--- src/rtl/scope_pkg.sv ---
// Shared types for the scope capture controller: FSM states, sample width and
// the {ch1, ch0} sample pair written into the capture buffer.
package scope_pkg;

  localparam int SAMPLE_W = 10;

  typedef enum logic [2:0] {
    IDLE    = 3'd0,
    PREFILL = 3'd1,
    ARMED   = 3'd2,
    POST    = 3'd3,
    DONE    = 3'd4
  } state_e;

  typedef struct packed {
    logic [SAMPLE_W-1:0] ch1;
    logic [SAMPLE_W-1:0] ch0;
  } pair_t;

endpackage

--- src/rtl/scope_trig_detect.sv ---
// Slope/threshold crossing test between two consecutive stored samples.
module scope_trig_detect
  import scope_pkg::*;
(
  input  logic [SAMPLE_W-1:0] prev,
  input  logic [SAMPLE_W-1:0] cur,
  input  logic [SAMPLE_W-1:0] level,
  input  logic                fall,
  output logic                hit
);

  always_comb begin
    if (fall) hit = (prev > level) && (cur <= level);
    else      hit = (prev < level) && (cur >= level);
  end

endmodule

--- src/rtl/scope_capture_ctrl.sv ---
// Oscilloscope capture controller: pairs ADC results, decimates, writes a ring
// buffer and records PRETRIG samples before and DEPTH-PRETRIG from the trigger.
module scope_capture_ctrl
  import scope_pkg::*;
#(
  parameter int ADDR_W       = 10,
  parameter int PRETRIG      = 256,
  parameter int AUTO_TIMEOUT = 4096
) (
  input  logic                  i_clk,
  input  logic                  i_rst,
  input  logic                  i_done,
  input  logic [SAMPLE_W-1:0]   i_data0,
  input  logic [SAMPLE_W-1:0]   i_data1,
  input  logic                  i_arm,
  input  logic                  i_abort,
  input  logic                  i_auto,
  input  logic                  i_trig_ch,
  input  logic                  i_trig_fall,
  input  logic [SAMPLE_W-1:0]   i_trig_level,
  input  logic [7:0]            i_decim,
  output logic                  o_wr_en,
  output logic [ADDR_W-1:0]     o_wr_addr,
  output logic [2*SAMPLE_W-1:0] o_wr_data,
  output logic [2:0]            o_state,
  output logic                  o_capture_done,
  output logic                  o_forced,
  output logic [ADDR_W-1:0]     o_start_addr
);

  localparam int DEPTH = 2**ADDR_W;
  localparam int CNT_W = ADDR_W + 1;
  localparam int TO_W  = $clog2(AUTO_TIMEOUT + 1);
  localparam logic [CNT_W-1:0]  PRE_LAST  = CNT_W'(PRETRIG - 1);
  localparam logic [CNT_W-1:0]  POST_LAST = CNT_W'(DEPTH - PRETRIG - 1);
  localparam logic [TO_W-1:0]   TO_MAX    = TO_W'(AUTO_TIMEOUT);
  localparam logic [ADDR_W-1:0] PRE_OFS   = ADDR_W'(PRETRIG);

  state_e            state_q, state_d;
  logic              done_q, parity_q;
  logic [7:0]        dec_q, dec_d, dec_lim_q, dec_lim_d;
  logic [CNT_W-1:0]  cnt_q, cnt_d;
  logic [TO_W-1:0]   to_q, to_d;
  pair_t             prev_q, prev_d, wr_data_q, wr_data_d;
  logic              prev_vld_q, prev_vld_d;
  logic              wr_en_q, wr_en_d;
  logic [ADDR_W-1:0] addr_q, addr_d, trig_addr_q, trig_addr_d, start_q, start_d;
  logic              cap_done_q, cap_done_d, forced_q, forced_d;

  pair_t             cur_pair;
  logic              done_edge, pair_evt, capturing, store, hit, force_now, trig;
  logic [SAMPLE_W-1:0] prev_sel, cur_sel;

  assign cur_pair  = pair_t'({i_data1, i_data0});
  assign done_edge = i_done & ~done_q;
  // Every second conversion-done edge completes a channel pair.
  assign pair_evt  = done_edge & parity_q;
  assign capturing = state_q inside {PREFILL, ARMED, POST};
  assign store     = pair_evt & capturing & (dec_q == 8'd0);
  assign prev_sel  = i_trig_ch ? prev_q.ch1 : prev_q.ch0;
  assign cur_sel   = i_trig_ch ? i_data1 : i_data0;
  assign force_now = i_auto & (to_q == TO_MAX);
  assign trig      = (state_q == ARMED) & store & ((prev_vld_q & hit) | force_now);

  scope_trig_detect u_trig (
    .prev  (prev_sel),
    .cur   (cur_sel),
    .level (i_trig_level),
    .fall  (i_trig_fall),
    .hit   (hit)
  );

  always_comb begin
    state_d     = state_q;
    dec_d       = dec_q;
    dec_lim_d   = dec_lim_q;
    cnt_d       = cnt_q;
    to_d        = to_q;
    prev_d      = prev_q;
    prev_vld_d  = prev_vld_q;
    wr_en_d     = 1'b0;
    wr_data_d   = wr_data_q;
    addr_d      = addr_q;
    trig_addr_d = trig_addr_q;
    cap_done_d  = cap_done_q;
    forced_d    = forced_q;
    start_d     = start_q;

    if (wr_en_q) addr_d = addr_q + ADDR_W'(1);

    // A new decimation ratio is only picked up when the counter wraps.
    if (pair_evt && capturing) begin
      if (dec_q == dec_lim_q) begin
        dec_d     = 8'd0;
        dec_lim_d = i_decim;
      end else begin
        dec_d = dec_q + 8'd1;
      end
    end

    if (store) begin
      wr_en_d    = 1'b1;
      wr_data_d  = cur_pair;
      prev_d     = cur_pair;
      prev_vld_d = 1'b1;
    end

    unique case (state_q)
      IDLE, DONE: begin
        if (i_arm && !i_abort) begin
          state_d    = PREFILL;
          addr_d     = '0;
          cnt_d      = '0;
          to_d       = '0;
          dec_d      = 8'd0;
          dec_lim_d  = i_decim;
          prev_vld_d = 1'b0;
          cap_done_d = 1'b0;
          forced_d   = 1'b0;
        end
      end
      PREFILL: begin
        if (store) begin
          if (cnt_q == PRE_LAST) begin
            state_d = ARMED;
            cnt_d   = '0;
          end else begin
            cnt_d = cnt_q + CNT_W'(1);
          end
        end
      end
      ARMED: begin
        if (trig) begin
          trig_addr_d = addr_q;
          forced_d    = ~(prev_vld_q & hit);
          // The trigger pair is itself the first post-trigger sample.
          if (POST_LAST == '0) begin
            state_d    = DONE;
            cap_done_d = 1'b1;
            start_d    = addr_q - PRE_OFS;
          end else begin
            state_d = POST;
            cnt_d   = CNT_W'(1);
          end
        end else if (store && (to_q != TO_MAX)) begin
          to_d = to_q + TO_W'(1);
        end
      end
      POST: begin
        if (store) begin
          if (cnt_q == POST_LAST) begin
            state_d    = DONE;
            cap_done_d = 1'b1;
            start_d    = trig_addr_q - PRE_OFS;
          end else begin
            cnt_d = cnt_q + CNT_W'(1);
          end
        end
      end
      default: state_d = IDLE;
    endcase

    if (i_abort) begin
      state_d = IDLE;
      wr_en_d = 1'b0;
    end
  end

  always_ff @(posedge i_clk) begin
    if (i_rst) begin
      state_q     <= IDLE;
      done_q      <= 1'b0;
      parity_q    <= 1'b0;
      dec_q       <= 8'd0;
      dec_lim_q   <= 8'd0;
      cnt_q       <= '0;
      to_q        <= '0;
      prev_q      <= '0;
      prev_vld_q  <= 1'b0;
      wr_en_q     <= 1'b0;
      wr_data_q   <= '0;
      addr_q      <= '0;
      trig_addr_q <= '0;
      cap_done_q  <= 1'b0;
      forced_q    <= 1'b0;
      start_q     <= '0;
    end else begin
      state_q     <= state_d;
      done_q      <= i_done;
      parity_q    <= parity_q ^ done_edge;
      dec_q       <= dec_d;
      dec_lim_q   <= dec_lim_d;
      cnt_q       <= cnt_d;
      to_q        <= to_d;
      prev_q      <= prev_d;
      prev_vld_q  <= prev_vld_d;
      wr_en_q     <= wr_en_d;
      wr_data_q   <= wr_data_d;
      addr_q      <= addr_d;
      trig_addr_q <= trig_addr_d;
      cap_done_q  <= cap_done_d;
      forced_q    <= forced_d;
      start_q     <= start_d;
    end
  end

  assign o_wr_en        = wr_en_q;
  assign o_wr_addr      = addr_q;
  assign o_wr_data      = wr_data_q;
  assign o_state        = state_q;
  assign o_capture_done = cap_done_q;
  assign o_forced       = forced_q;
  assign o_start_addr   = start_q;

endmodule

--- config.mk ---
export PLATFORM = sky130hd
export DESIGN_NAME = scope_capture_ctrl
export DESIGN_NICKNAME = d
export VERILOG_FILES = /design/src/rtl/scope_pkg.sv /design/src/rtl/scope_trig_detect.sv /design/src/rtl/scope_capture_ctrl.sv
export SDC_FILE = /design/constraint.sdc
export NUM_CORES = 1
export LEC_CHECK = 0
export CORE_ASPECT_RATIO = 2
export CORE_MARGIN = 8
export CORE_UTILIZATION = 57
export CTS_CLUSTER_DIAMETER = 100
export DETAILED_ROUTE_END_ITERATION = 7
export GPL_TIMING_DRIVEN = 0
export PLACE_DENSITY = 0.88
export SYNTH_ARGS = -nofsm -noshare
export SYNTH_HDL_FRONTEND = slang
export SYNTH_SLANG_ARGS = --single-unit
--- constraint.sdc ---
create_clock -name i_clk -period 8.7 [get_ports i_clk]
set_input_delay 2.61 -clock i_clk [delete_from_list [all_inputs] [get_ports i_clk]]
set_output_delay 2.61 -clock i_clk [all_outputs]
set_load 0.01 [all_outputs]
### After elaboration in Yosys (flattened, before gate mapping)

Index checks and enable logic that the tools add are counted.

| word-level totals | value |
|---|---|
| flip-flop bits (word level) | 99 |
| output and inout bits | 46 |
| word-level logic and storage cells | 118 |

| cells by class | value |
|---|---|
| add/subtract/negate cells | 5 |
| magnitude comparators | 4 |
| equality and inequality tests | 18 |
| muxes and demuxes | 42 |
| bitwise logic cells | 12 |
| reductions and logical operators | 21 |

Operator list:

| kind | number |
|---|---|
| $mux 11 | 6 |
| $mux 8 | 8 |
| $mux 10 | 5 |
| $pmux 11 s4 | 1 |
| $mux 13 | 3 |
| $pmux 13 s2 | 1 |
| $mux 3 | 6 |
| $add 13x1->13 const B | 1 |
| $eq 13x13->1 const B | 1 |
| $ne 13x13->1 const B | 1 |
| $ne 2x2->1 const B | 6 |
| $pmux 3 s4 | 1 |
| $reduce_and 6->1 | 2 |
| $add 11x1->11 const B | 1 |
| $eq 11x10->1 const B | 1 |
| $eq 11x8->1 const B | 1 |
| $add 10x1->10 const B | 1 |
| $ge 10x10->1 | 1 |
| $gt 10x10->1 | 1 |
| $le 10x10->1 | 1 |
| $lt 10x10->1 | 1 |
| $sub 10x9->10 const B | 1 |
| $mux 1 | 9 |
| $add 8x1->8 const B | 1 |
| 21 further kinds | 41 |

### Longest topological paths before layout

| depth | value |
|---|---|
| depth in word-level cells | 9 |
| mapped depth | 12 |
| depth with buffers taken out | 9 |

### Modules after synthesis

A second synthesis with hierarchy kept.

| unflattened totals | value |
|---|---|
| cell total of the unflattened synthesis | 614 |
| area, all modules | 5205.0 µm² |

By module, submodules not included:

| module | instances | cells each | area each (µm²) | sequential area each (µm²) |
|---|---|---|---|---|
| scope_capture_ctrl | 1 | 547 | 4692.0 | 1981.9 |
| scope_trig_detect | 1 | 67 | 513.0 | 0.0 |

### Least setup slack after synthesis

OpenSTA, ideal clock, no wires.

| path | value |
|---|---|
| kind | input to register |
| start | input port i_trig_ch |
| end | register to_q[12] |
| arrival | 5582 ps |
| path slack | 3046 ps |
| stages on the path | 11 |
| path through | clkbuf_1 > mux2_2 > ha_1 > a211oi_2 > nor2_1 > a2111o_1 > o2111a_1 > a221o_1 > buf_6 > nor4b_2 > mux2i_1 |

| on the way | value |
|---|---|
| longest elaborated chain between the ends | 9 |
| elaborated cells on any way between the ends | 14 |
| classes of those cells | order compare (4); eq/ne (1); mux (3); bitwise (3); reduce/logical (3) |

Ends and longest elaborated chain:

| what | line | source |
|---|---|---|
| start: declaration | scope_capture_ctrl.sv:18 | `input logic i_trig_ch,` |
| $mux 10 (on tied branches) | scope_capture_ctrl.sv:60, scope_capture_ctrl.sv:61 |  |
| $lt 10x10->1, or another cell as far along | scope_trig_detect.sv:14 | `else hit = (prev < level) && (cur >= level);` |
| $logic_and 1x1->1 (on tied branches) | scope_trig_detect.sv:14, scope_trig_detect.sv:13 |  |
| $mux 1 * | scope_trig_detect.sv:13 | `if (fall) hit = (prev > level) && (cur <= level);` |
| $and 1x1->1 * | scope_capture_ctrl.sv:63 | `assign trig = (state_q == ARMED) & store & ((prev_vld_q & hit) \| force_now);` |
| $or 1x1->1 * | scope_capture_ctrl.sv:63 |  |
| $and 1x1->1 * | scope_capture_ctrl.sv:63 |  |
| $ne 2x2->1 (no line) * | -- |  |
| $reduce_and 4->1 (no line) * | -- |  |
| end signal: assignment | scope_capture_ctrl.sv:194 | `to_q <= to_d;` |
| end: declaration | scope_capture_ctrl.sv:43 | `logic [TO_W-1:0] to_q, to_d;` |

Mark *: on every way between the ends. The rest lies on a longest branch, timed or not.
A chain may end at the register's enable or synchronous reset.

### Worst setup path in the final report

| path | value |
|---|---|
| start | input port i_trig_ch |
| end | register cnt_q[9] |

| on the way | value |
|---|---|
| longest elaborated chain between the ends | 9 |
| elaborated cells on any way between the ends | 14 |
| classes of those cells | order compare (4); eq/ne (1); mux (3); bitwise (3); reduce/logical (3) |

Ends and longest elaborated chain:

| what | line | source |
|---|---|---|
| $mux 10 (on tied branches) | scope_capture_ctrl.sv:60, scope_capture_ctrl.sv:61 |  |
| $lt 10x10->1, or another cell as far along | scope_trig_detect.sv:14 |  |
| $logic_and 1x1->1 (on tied branches) | scope_trig_detect.sv:14, scope_trig_detect.sv:13 |  |
| $mux 1 * | scope_trig_detect.sv:13 |  |
| $and 1x1->1 * | scope_capture_ctrl.sv:63 |  |
| $or 1x1->1 * | scope_capture_ctrl.sv:63 |  |
| $and 1x1->1 * | scope_capture_ctrl.sv:63 |  |
| $ne 2x2->1 (no line) * | -- |  |
| $reduce_and 6->1 (no line) * | -- |  |
| end signal: assignment | scope_capture_ctrl.sv:193 | `cnt_q <= cnt_d;` |
| end: declaration | scope_capture_ctrl.sv:42 | `logic [CNT_W-1:0] cnt_q, cnt_d;` |

Marks and branches as above.

==> run summary <==
Routability-driven placement finished with a final weighted congestion of 0.9248. The vertical extent of the die is 149.4 um. The proportion of power drawn by flip-flops and latches was 46.7%. The compound-cell area share of the yosys netlist came out at 15.64%. Number of sinks on the clock net: 99. The max-capacitance violation count came out at 0.

After detailed routing, the number of vias per cell comes to 6.169. In this run, synthesis produced a sequential element count of 99. For the number of rows created at floorplan, the log shows 48. Static timing analysis puts the maximum clock frequency at 0.1560 GHz.

The share of layout cells above drive strength 1 is 5.671%. The via count of the routed design was 5077. The total half-perimeter wirelength after legalization and detailed placement was 11760 um; the share of power burned in combinational logic was 8.3%.

The total overflow left after global routing is 0. The instance count along the most critical hold path is 2. The run gives 0 as the count of pins over their slew limit. IR analysis of the VDD net gives a maximum drop of 131.5 uV.

The detailed router's first-iteration violation count came out at 298. Pin count of the biggest net entering global routing: 19. Internal power summed over all cells: 752.7 uW. The post-synthesis cell area was 0.005072 mm^2. The worst setup path is captured at a flop. The uppermost signal routing layer after detailed routing was met4. TritonCTS built the clock tree.

At the pin with the least slew margin, the transition time is 923.5 ps. In the global route stage, overall resource usage came out at 24.96%. Dividing the detail-routed wire length by the instance count gives 18.47 um. The initial antenna violation count was 0. Clock tree synthesis inserted a total of 9 buffers. After clock tree synthesis, the clock-pin slew on the worst setup and hold paths is 70 ps.

The die covers 0.01236 mm^2. The logic depth of the worst register-to-register path is 9, and the area overhead of the layout relative to synthesis is 26.57%. The run gives 0.002383 uW as the leakage power figure. After synthesis, the largest family of logic cells by area is simple AND/OR/NAND/NOR gates. The number of antenna diodes in the final layout is 0.

Setup violations remaining at the end of the flow were counted as 0. The tools report the number of hold-slack violations in the final timing report as 0. After technology mapping, the gate count stands at 618. The run gives 24210 um as the wire length of the first global-routing pass. The number of H-tree branching levels was 3. Buffer cell driving the clock tree root: sky130_fd_sc_hd__clkbuf_16. Net switching is 23.36% of the power. The highest fanout seen on the critical path is 10, and the number of placed instances with taps included is 807.

The Yosys step of the flow raised 0 warnings. The post-route core utilization is 74.23%. The first detailed-routing pass took 7 iterations. The tools report the starting utilization of the core area as 58.65%. For this run, the leading register cell type out of synthesis is sky130_fd_sc_hd__dfxtp_1. The tools report the via count of the first global-routing pass as 5267. For the worst-skew pair, the clock arrives at the later sink with an insertion delay of 350 ps. The startpoint type of the worst setup path was an input pin. The die outline width was 82.71 um. The post-CTS repair timing setup buffer count is 0, and the worst-case headroom to the max-slew limit is 37.91%. Synthesis produced a netlist with a net count of 691. Setup repair after global routing left no endpoint under its margin. The clock network fraction of design power is 44.9%.

The multiplexer fraction of the synthesized cell area was 6.561%; the final clock period utilization by the worst path was 73.70%. In the routed design, unresolved DRC markers number 0. The worst setup path is of the in -> reg kind. The layout has 619 filler cells.

The count of buffers added on input and output ports is 89. For this run, the number of standard cells in the final layout without fillers is 823. The average cell area after synthesis was 8.208 um^2; the area share of xor/xnor cells in the synthesized design was 4.144%.

The critical path data arrival time was 6660 ps; the count of cells resized by post-cts repair was 0. The worst path needs 6412 ps of the cycle, external delays included. Power spread over the standard cell area amounts to 153.0 mW/mm^2. Share of synthesized cell area in full adder, half adder and majority cells: 6.660%. For this run, asynchronously set or reset flops after synthesis account for 0%. The logs give 229.4 uW for the net load switching power and 0 for the count of hold buffers inserted by post-cts repair. In the detailed route, the total length drawn on met2 is 8133 um. The logs give 5317 um for the detailed-routing wirelength on met1 and 2 for the buffer levels on the longest clock path.

The I/O pin count was 92. In this run, distinct cell masters in the synthesized netlist total 48. The placeable core region came out at 0.008648 mm^2. After detailed routing, the met3 layer carries 1020 um of wire.

In this run the remaining antenna-violating nets after routing total 0. Setup total negative slack on the finished layout was measured at 0 ps. Number of nets in the final layout: 791.

Yosys mapped a number of flops with a built-in enable equal to 0. Summed over all layers, the routed wires come to 15200 um. The simple-gate portion of the synthesized area is 23.63%, and the worst clock skew is 8.319 ps. Data on the critical path is required at its endpoint by 8950 ps. The share of the Yosys chip area taken by registers is 39.07%. The path category of the worst min-delay check was reg -> reg. The run finished with clean final reports.
[cell type report]
type / instances / area, um^2 / share of cell area, %
buffer: 33 / 135.1 / 2.105
clock buffer: 9 / 225.2 / 3.508
clock inverter: 7 / 106.4 / 1.657
inverter: 22 / 82.58 / 1.286
multi-input combinational: 464 / 2873 / 44.75
sequential: 99 / 1982 / 30.87
tap: 100 / 125.1 / 1.949
timing repair buffer: 89 / 890.9 / 13.88
[flip-flops by register name, summed over array words and instances (netlist names)]
name            cells
dec_q               8
o_forced            1
parity_q            1
o_wr_en             1
cnt_q              11
o_capture_done      1
o_start_addr       10
dec_lim_q           8
prev_vld_q          1
o_wr_addr          10
done_q              1
o_state             3
o_wr_data          20
to_q               13
trig_addr_q        10
[logic make-up (layout without fill, tap and decap cells)]
family	count (synthesis)	after routing
fa+ha+maj	27	27
mux	31	31
xor+xnor	24	24
compound gates	133	133
flops	99	99
simple gates	249	249
buf+inv	55	160
[metrics by stage]
| step | area [um^2] | hold WS, ps | total power, uW | worst slack (ps) |
|---|---|---|---|---|
| after floorplan | 5072 | 432.1 | 512.1 | 3047 |
| after global placement | 6088 | 440.5 | 546.9 | 2230 |
| after detailed placement | 6088 | 444.9 | 549.8 | 2195 |
| after CTS | 6420 | 456.3 | 983.4 | 2525 |
| after global routing | 6420 | 471.6 | 1012 | 2121 |
| final | 6420 | 452.0 | 982.1 | 2288 |
[worst max-delay path: stages]
cell and delay [ps]:
sky130_fd_sc_hd__clkbuf_1 510, sky130_fd_sc_hd__mux2_2 420, sky130_fd_sc_hd__ha_1 300, sky130_fd_sc_hd__a21oi_1 180, sky130_fd_sc_hd__o21ai_0 150, sky130_fd_sc_hd__a2111oi_1 800
sky130_fd_sc_hd__a211oi_1 190, sky130_fd_sc_hd__o31ai_1 790, sky130_fd_sc_hd__nand2_1 370, sky130_fd_sc_hd__a311oi_1 340
[power by group through the flow]
stage                     logic (uW)  registers, uW  clock network, uW
after floorplan                 43.6            469                  0
after global placement          77.8            469                  0
after detailed placement        80.4            469                  0
after CTS                       81.0            459                444
after global routing            89.4            459                464
final                           81.9            459                441
[path summary, 6_finish.rpt]
check / start / end / slack, ps
worst max-delay path: i_trig_ch / cnt_q[9] / 2290
worst min-delay path: o_start_addr[3] / o_start_addr[3] / 450
worst max register to register: o_wr_data[3] / cnt_q[9] / 4880
worst min register to register: o_start_addr[3] / o_start_addr[3] / 450
[synth_stat cells (11+ instances only)]
cell type | number | share of area (%)
sky130_fd_sc_hd__nand2_1 | 101 | 7.5
sky130_fd_sc_hd__xnor2_1 | 13 | 2.2
sky130_fd_sc_hd__and3_1 | 15 | 1.9
sky130_fd_sc_hd__o21ai_0 | 22 | 2.2
sky130_fd_sc_hd__mux2_2 | 18 | 4.0
sky130_fd_sc_hd__or3_1 | 14 | 1.7
sky130_fd_sc_hd__dfxtp_1 | 99 | 39
sky130_fd_sc_hd__nor3_1 | 12 | 1.2
sky130_fd_sc_hd__nand4_1 | 23 | 2.8
sky130_fd_sc_hd__inv_1 | 22 | 1.6
sky130_fd_sc_hd__ha_1 | 27 | 6.7
sky130_fd_sc_hd__nand3_1 | 11 | 1.1
sky130_fd_sc_hd__clkbuf_1 | 29 | 2.1
sky130_fd_sc_hd__mux2i_1 | 13 | 2.6
sky130_fd_sc_hd__xor2_1 | 11 | 1.9
sky130_fd_sc_hd__a21oi_1 | 72 | 7.1
sky130_fd_sc_hd__nor2_1 | 45 | 3.3
[metal layers]
metal  GRT usage [%]  vias up
met5               0        -
met4           15.22        0
met3           5.649       67
met2           45.21      253
met1           23.88     2372
li1                -     2385
[layout by cell type, fill, tap and decap left out, types with 12 or more instances in the layout]
| cell | netlist | routed |
|---|---|---|
| sky130_fd_sc_hd__a21oi_1 | 72 | 72 |
| sky130_fd_sc_hd__or3_1 | 14 | 14 |
| sky130_fd_sc_hd__dfxtp_1 | 99 | 99 |
| sky130_fd_sc_hd__xnor2_1 | 13 | 13 |
| sky130_fd_sc_hd__nand2_1 | 101 | 101 |
| sky130_fd_sc_hd__inv_1 | 22 | 22 |
| sky130_fd_sc_hd__o21ai_0 | 22 | 22 |
| sky130_fd_sc_hd__mux2_2 | 18 | 18 |
| sky130_fd_sc_hd__nor2_1 | 45 | 45 |
| sky130_fd_sc_hd__nand4_1 | 23 | 23 |
| sky130_fd_sc_hd__and3_1 | 15 | 15 |
| sky130_fd_sc_hd__clkbuf_1 | 29 | 29 |
| sky130_fd_sc_hd__mux2i_1 | 13 | 13 |
| sky130_fd_sc_hd__ha_1 | 27 | 27 |
| sky130_fd_sc_hd__nor3_1 | 12 | 12 |
| sky130_fd_sc_hd__clkdlybuf4s50_1 | 0 | 89 |
Power figures use the tool's default switching activity.
